## config.mk

```make
export PLATFORM = sky130hd
export DESIGN_NAME = regfile_param
export DESIGN_NICKNAME = d
export VERILOG_FILES = /design/src/rtl/regfile_pkg.sv /design/src/rtl/regfile_init_sweep.sv /design/src/rtl/regfile_param.sv
export SDC_FILE = /design/constraint.sdc
export NUM_CORES = 1
export LEC_CHECK = 0
export BUFFER_PORTS_ARGS = -buffer_cell sky130_fd_sc_hd__buf_2
export CAP_MARGIN = 30
export CORE_MARGIN = 5
export CORE_UTILIZATION = 52
export DETAILED_ROUTE_END_ITERATION = 10
export GPL_TIMING_DRIVEN = 0
export PLACE_DENSITY = 0.65
export SLEW_MARGIN = 0
export SYNTH_ARGS = -nofsm -noshare
export SYNTH_HDL_FRONTEND = slang
export SYNTH_SLANG_ARGS = --single-unit
```

## constraint.sdc

```tcl
create_clock -name Clk -period 9.4 [get_ports Clk]
set_input_delay 2.82 -clock Clk [delete_from_list [all_inputs] [get_ports Clk]]
set_output_delay 2.82 -clock Clk [all_outputs]
set_load 0.01 [all_outputs]
```

## src/rtl/regfile_pkg.sv

```systemverilog
// rtl/regfile_pkg.sv - shared types and default sizes for the parametrised register file
package regfile_pkg;

  typedef enum logic {
    INIT = 1'b0,
    RUN  = 1'b1
  } state_t;

  localparam int DEF_DATA_W = 32;
  localparam int DEF_ADDR_W = 5;

endpackage

```

## src/rtl/regfile_init_sweep.sv

```systemverilog
// rtl/regfile_init_sweep.sv - post-reset sweep FSM that zeroes every entry once, then reports ready
module regfile_init_sweep
  import regfile_pkg::*;
#(
  parameter int ADDR_W = DEF_ADDR_W
) (
  input  logic              i_clk,
  input  logic              i_reset,
  output logic              o_init_we,
  output logic [ADDR_W-1:0] o_init_addr,
  output logic              o_ready
);

  localparam logic [ADDR_W-1:0] LP_LAST = {ADDR_W{1'b1}};

  state_t            r_state;
  state_t            w_state_nxt;
  logic [ADDR_W-1:0] r_ptr;
  logic [ADDR_W-1:0] w_ptr_nxt;

  always_ff @(posedge i_clk) begin
    if (i_reset) begin
      r_state <= INIT;
      r_ptr   <= '0;
    end else begin
      r_state <= w_state_nxt;
      r_ptr   <= w_ptr_nxt;
    end
  end

  // The clear of the last entry and the move to RUN share one edge.
  always_comb begin
    w_state_nxt = r_state;
    w_ptr_nxt   = r_ptr;
    o_init_we   = 1'b0;
    case (r_state)
      INIT: begin
        o_init_we = ~i_reset;
        w_ptr_nxt = r_ptr + 1'b1;
        if (r_ptr == LP_LAST) begin
          w_state_nxt = RUN;
        end
      end
      RUN: begin
        w_state_nxt = RUN;
      end
      default: begin
        w_state_nxt = INIT;
      end
    endcase
  end

  assign o_init_addr = r_ptr;
  assign o_ready     = (r_state == RUN);

endmodule

```

## src/rtl/regfile_param.sv

```systemverilog
// rtl/regfile_param.sv - DEPTH x DATA_W register file, one write and two registered read ports with bypass
module regfile_param
  import regfile_pkg::*;
#(
  parameter int DATA_W   = DEF_DATA_W,
  parameter int ADDR_W   = DEF_ADDR_W,
  parameter int ZERO_REG = 1
) (
  input  logic              Clk,
  input  logic              Reset,
  input  logic              RegWrite,
  input  logic [ADDR_W-1:0] WriteReg,
  input  logic [DATA_W-1:0] WriteData,
  input  logic              ReadEn1,
  input  logic [ADDR_W-1:0] ReadReg1,
  input  logic              ReadEn2,
  input  logic [ADDR_W-1:0] ReadReg2,
  output logic [DATA_W-1:0] ReadData1,
  output logic [DATA_W-1:0] ReadData2,
  output logic              ReadValid1,
  output logic              ReadValid2,
  output logic              Ready
);

  localparam int DEPTH   = 2 ** ADDR_W;
  localparam bit LP_ZERO = (ZERO_REG != 0);

  logic [DATA_W-1:0] r_mem [DEPTH];

  logic              w_init_we;
  logic [ADDR_W-1:0] w_init_addr;
  logic              w_ready;
  logic              w_user_we;
  logic              w_we;
  logic [ADDR_W-1:0] w_waddr;
  logic [DATA_W-1:0] w_wdata;
  logic [DATA_W-1:0] w_rval1;
  logic [DATA_W-1:0] w_rval2;
  logic [DATA_W-1:0] r_rdata1;
  logic [DATA_W-1:0] r_rdata2;
  logic              r_rvalid1;
  logic              r_rvalid2;

  regfile_init_sweep #(
    .ADDR_W (ADDR_W)
  ) u_init_sweep (
    .i_clk       (Clk),
    .i_reset     (Reset),
    .o_init_we   (w_init_we),
    .o_init_addr (w_init_addr),
    .o_ready     (w_ready)
  );

  // Writes to the hardwired zero entry are dropped so the bypass never sees them either.
  assign w_user_we = w_ready && RegWrite && !(LP_ZERO && (WriteReg == '0));
  assign w_we      = w_init_we || w_user_we;
  assign w_waddr   = w_init_we ? w_init_addr : WriteReg;
  assign w_wdata   = w_init_we ? '0 : WriteData;

  // No reset on the array itself so it can be mapped onto a RAM.
  always_ff @(posedge Clk) begin
    if (w_we) begin
      r_mem[w_waddr] <= w_wdata;
    end
  end

  always_comb begin
    w_rval1 = '0;
    if (!(LP_ZERO && (ReadReg1 == '0))) begin
      if (w_user_we && (WriteReg == ReadReg1)) begin
        w_rval1 = WriteData;
      end else begin
        w_rval1 = r_mem[ReadReg1];
      end
    end
  end

  always_comb begin
    w_rval2 = '0;
    if (!(LP_ZERO && (ReadReg2 == '0))) begin
      if (w_user_we && (WriteReg == ReadReg2)) begin
        w_rval2 = WriteData;
      end else begin
        w_rval2 = r_mem[ReadReg2];
      end
    end
  end

  always_ff @(posedge Clk) begin
    if (Reset) begin
      r_rdata1  <= '0;
      r_rdata2  <= '0;
      r_rvalid1 <= 1'b0;
      r_rvalid2 <= 1'b0;
    end else if (w_ready) begin
      r_rvalid1 <= ReadEn1;
      r_rvalid2 <= ReadEn2;
      if (ReadEn1) begin
        r_rdata1 <= w_rval1;
      end
      if (ReadEn2) begin
        r_rdata2 <= w_rval2;
      end
    end else begin
      r_rvalid1 <= 1'b0;
      r_rvalid2 <= 1'b0;
    end
  end

  assign ReadData1  = r_rdata1;
  assign ReadData2  = r_rdata2;
  assign ReadValid1 = r_rvalid1;
  assign ReadValid2 = r_rvalid2;
  assign Ready      = w_ready;

endmodule

```

== Yosys cells after proc, flatten, opt, wreduce, memory -nomap -nowiden ==
Memory sizes are Yosys's and may differ from the RTL's.
Cells that the tools add are included.
W data, S select, Z words.

* Bits of input ports: 52
* Word-level logic and storage cells: 36
* Output and inout port bits: 67
* Memories: 1
* Register bits: 72
* RAM bits: 1024

* Reduce and logical (&&, ||, !) cells: 12
* Bitwise operators: 2
* $add $sub $neg: 1
* Eq/ne operators: 3
* Multiplexer cells: 11

{| class="wikitable"
|+ Memory list
! name !! words !! bits a word !! rd ports !! clocked after memory_dff !! wr ports !! RTL line !! text
|-
| r_mem || 32 || 32 || 2 || 0 || 1 || regfile_param.sv:28 || <nowiki>logic [DATA_W-1:0] r_mem [DEPTH];</nowiki>
|}

{| class="wikitable"
|+ Operator list
! operator !! number
|-
| $mux W32 || 5
|-
| $logic_not A5 Y1 || 3
|-
| $eq A5 B5 Y1 || 2
|-
| $add A5 B1 Y5 const B || 1
|-
| $eq A5 B5 Y1 const B || 1
|-
| $mux W5 || 1
|-
| $logic_and A1 B1 Y1 || 4
|-
| $mux W1 || 4
|-
| $reduce_and A2 Y1 || 2
|-
| $not A1 Y1 || 2
|-
| $pmux W1 S2 || 1
|-
| $reduce_or A2 Y1 || 1
|-
| $logic_not A1 Y1 || 1
|-
| $logic_or A1 B1 Y1 || 1
|}

== Depth between registers and ports, before layout ==
* Depth in word-level cells: 6
* Depth in mapped cells: 9
* Gate-level depth less buffers: 5

== Cells and area by module ==
Synthesis repeated with hierarchy kept, for this count alone.

* Cell total of the unflattened synthesis: 2487
* Area total of the unflattened synthesis: 49237.2 um2

{| class="wikitable"
|+ Modules (own cells, without submodules)
! module !! area each (um2) !! times used !! cells each !! seq. area each (um2)
|-
| regfile_param || 48965.7 || 1 || 2462 || 32070.8
|-
| regfile_init_sweep || 271.5 || 1 || 25 || 120.1
|}

== Least setup slack after synthesis ==
OpenSTA, ideal clock, no wires.

* Path type: input to register
* From: input Reset
* To: memory r_mem[25][0] (netlist bit), enable pin
* Arrival time: 5341 ps
* Setup slack: 3637 ps
* Required time: 8979 ps
* Buffers on the path: 2
* Cell stages on the path: 7
* Setup time: 421 ps
* Cells stage by stage: clkbuf_1 -> nor2_1 -> clkbuf_1 -> nand3_1 -> o21ai_0 -> nand2_1 -> nor2_1

* Longest elaborated chain between the ends: 5
* Elaborated cells on any way between the ends: 6
* Classes of those cells: mux: 4; bitwise: 1; reduce/logical: 1

{| class="wikitable"
|+ RTL lines
! what !! RTL line !! text
|-
| from (decl) || regfile_param.sv:10 || <nowiki>input logic Reset,</nowiki>
|-
| $not A1 Y1 * || regfile_init_sweep.sv:38 || <nowiki>o_init_we = ~i_reset;</nowiki>
|-
| $mux W1 * || regfile_init_sweep.sv:36 || <nowiki>case (r_state)</nowiki>
|-
| $logic_or A1 B1 Y1 || regfile_param.sv:56 || <nowiki>assign w_we = w_init_we || w_user_we;</nowiki>
|-
| $mux W1 || regfile_param.sv:62 || <nowiki>if (w_we) begin</nowiki>
|-
| $mux W1 (not written as such) || regfile_param.sv:63 || <nowiki>r_mem[w_waddr] <= w_wdata;</nowiki>
|-
| to (decl) || regfile_param.sv:28 ||
|}

Mark *: on every way between the ends. The rest lies on a longest branch, timed or not.

== Final worst setup path ==
* From: input Reset
* To: memory r_mem[13][13] (netlist bit), enable pin

Same word-level chain as after synthesis.

==> results.toml <==
[logic_synthesis]
yosys.area.top_type_share_pct = 61.3
synth_nets = 2967
synth_top_family_by_area = "multiplexers"
postSynth.topFlopCell = "edfxtp_1"
syn_avg_cell_area_um2 = 17.2
synth_compound_area_share_pct = 7.40
async_flop_share_pct = 0
synth_edf_count = 1024
syn_inst = 2913
ys_seq_area_share_pct = 64.2
muxShareOfSynthArea_pct = 22.5
synth_area_leaders = "edfxtp_1, mux4_2, mux2i_1"
synthXorXnorAreaFrac_pct = 0.227
synth_seq_cells = 1096
synth_cell_type_count = 60
synth_top_cell_by_area = "edfxtp_1"
ys_warn_count = 0
synthAdderAreaFrac_pct = 0.0499
synth_simple_gate_area_share_pct = 3.22
synth_area_um2 = 50200

[die]
io_pins = 119
die_x_um = 321
core_area_um2 = 96300
start_util_pct = 52.1
fp.dieH_um = 321
rows = 114
die_area_um2 = 103000

[sta]
timing.fmax_ghz = 0.177
layout_min_cycle_time_ns = 5.64
setup_viol = 0
hold_ws_ns = 0.482
relSlewSlack_pct = 24.2
finalHoldViolCount = 0
fin_skew_ns = 0.0187
finalSetupTns_ns = 0
tightest_slew_ns = 1.14
rsz0062_at_grt = "false"
min_period_over_period_pct = 60.0
maxSlewViolCount = 0

[global_routing]
grt_use_total_pct = 33.7
antenna_found_initial = 11
grt_max_degree = 30
grt_pass1_wl_um = 245000
grt_pass1_vias = 33200
overflow = 0

[clock_tree]
clock-sinks = 1096
htree_levels = 3
clkLatencyLatePin_ns = 0.68
root_buffer = "clkbuf_16"
cts_buffer_depth = 3
path_clk_slew_ns = 0.06
cts_buffers = 110
ctsHoldBuffers = 0
post_cts_buffers = 0
cts_resized = 0
cts_tree = "done"

[layout]
drive_gt1_share_pct = 25.3
layout_commonest_cell = "edfxtp_1"
finalNetCount = 3271
final_cells = 4590
layout_common_cells = "edfxtp_1, mux2i_1, a22oi_1"
area_growth_pct = 15.0

[setup_path]
cp-start-kind = "input port"
crit_buf_inv = 4
path_cells = "buf_2 -> clkbuf_1 -> nor2_1 -> clkbuf_1 -> nand3b_1 -> o21ai_0 -> nand2_1 -> nor2_4 -> buf_16"
crit_required_ns = 9.78
cp-startpoint = "Reset"
cp_common_cell = "clkbuf_1"
r2r-start = "u_init_sweep.o_ready$_SDFF_PP0_"
path_delay_family = "simple AND/OR/NAND/NOR gates"
crit_arrival_ns = 6.02
cp_slowest_cell = "nor2_4"
cp_max_fo = 20
end_kind = "flop"
worstSetupPathType = "in -> reg"
worst_path_largest_cell_delay_ns = 0.88

[outcome]
status = "finished clean"

[detailed_routing]
vias = 33000
avgViaCountPerCell = 7.18
drc_errors = 0
drt-total-wl_um = 176000
dr.pass1.iters = 6
final_antenna_net_count = 0
wl_per_cell_um = 38.4
drtIter0Drc = 5118

[pwr]
seq_power_share_pct = 50.4
p_int_mw = 8.21
power.net_switching_mw = 2.49
swShare_pct = 23.2
powerDensity_nw_per_um2 = 185
ir_drop_mv = 0.155
pwr-share-comb_pct = 8.5
p_leak_nw = 19.9
p_clk_share_pct = 41.0

[place]
gp_congestion = 0.947
dp_hpwl_um = 120000
dp.cells = 4378
portBuffers = 110

[worst_hold_path]
hold_path.startpoint = "ReadData2[24]$_SDFFE_PP0P_"
hp-class = "reg -> reg"

[flow_run]
drv_cap = 0
==> Yosys cell counts (26+ instances only) <==
master    instances
o21ai_1          31
clkbuf_1         98
mux4_2          256
buf_4            26
dfxtp_1          72
nor2b_1          64
nand4_1          64
edfxtp_1       1024
a311o_1          31
nor2_1           42
a211oi_1         31
a22oi_1         285
mux2i_1         550
o22ai_1          62
nor4_1           31
buf_2            95
==> area by class of cell <==
cell class | instances | area (µm²)
flip-flops and latches | 1096 | 32200
repair buffers | 192 | 2030
clock inverters | 59 | 561
multi-input cells | 1575 | 17100
inverters | 4 | 15.0
clock buffers | 147 | 3020
well taps | 1276 | 1600
diodes | 3 | 7.51
fillers | 6999 | 38600
plain buffers | 238 | 1210
==> routing by layer <==
metal / vias up / share of wire (%) / track usage (%)
met5: - / 0.070 / 0
met4: 20 / 5.0 / 14.4
met3: 619 / 14 / 11.5
met2: 2600 / 45 / 51.8
met1: 16800 / 36 / 44.2
li1: 12900 / - / -
==> power groups by stage <==
stage                     registers, mW  logic, mW  clock network [mW]
after CTS                          5.39      0.883                4.39
final                              5.39      0.914                4.39
after floorplan                    5.49      0.495                   0
after global routing               5.39      0.933                4.61
after detailed placement           5.50      0.880                   0
after global placement             5.50      0.812                   0
==> state kept, by name, summed over array words and instances, names as in the netlist <==
| signal | count |
|---|---|
| ReadData2 | 32 |
| ReadValid1 | 1 |
| ReadValid2 | 1 |
| ReadData1 | 32 |
| u_init_sweep.o_ready | 1 |
| u_init_sweep.o_init_addr | 5 |
| r_mem | 1024 |
==> worst paths after layout <==
check / depth (start not counted) / end / slack, ns
setup / recovery: 9 / r_mem[13][13]$_DFFE_PP_ / 3.76
hold / removal: 1 / ReadData2[24]$_SDFFE_PP0P_ / 0.48
setup reg to reg: 7 / r_mem[13][13]$_DFFE_PP_ / 5.86
hold reg to reg: 1 / ReadData2[24]$_SDFFE_PP0P_ / 0.48
==> kinds of logic after synthesis <==
family / after synthesis
and+or+nand+nor: 261
AOI/OAI and AO/OA: 492
xor gates and xnor gates: 13
adders and majority gates: 2
buffers and inverters: 242
DFF: 1096
muxes: 807
==> metrics by stage <==
step / cell area [µm²] / total power [mW] / util (%) / setup WS, ns
after detailed placement: 54100 / 6.38 / 56.2 / 3.26
after floorplan: 50200 / 5.99 / - / 3.64
final: 57700 / 10.7 / 59.9 / 3.76
after global routing: 57700 / 10.9 / 59.9 / 3.63
after global placement: 52300 / 6.32 / 54.3 / 0.916
after CTS: 57700 / 10.7 / 59.9 / 3.90
Note: power is estimated with default switching activity, not from simulation.
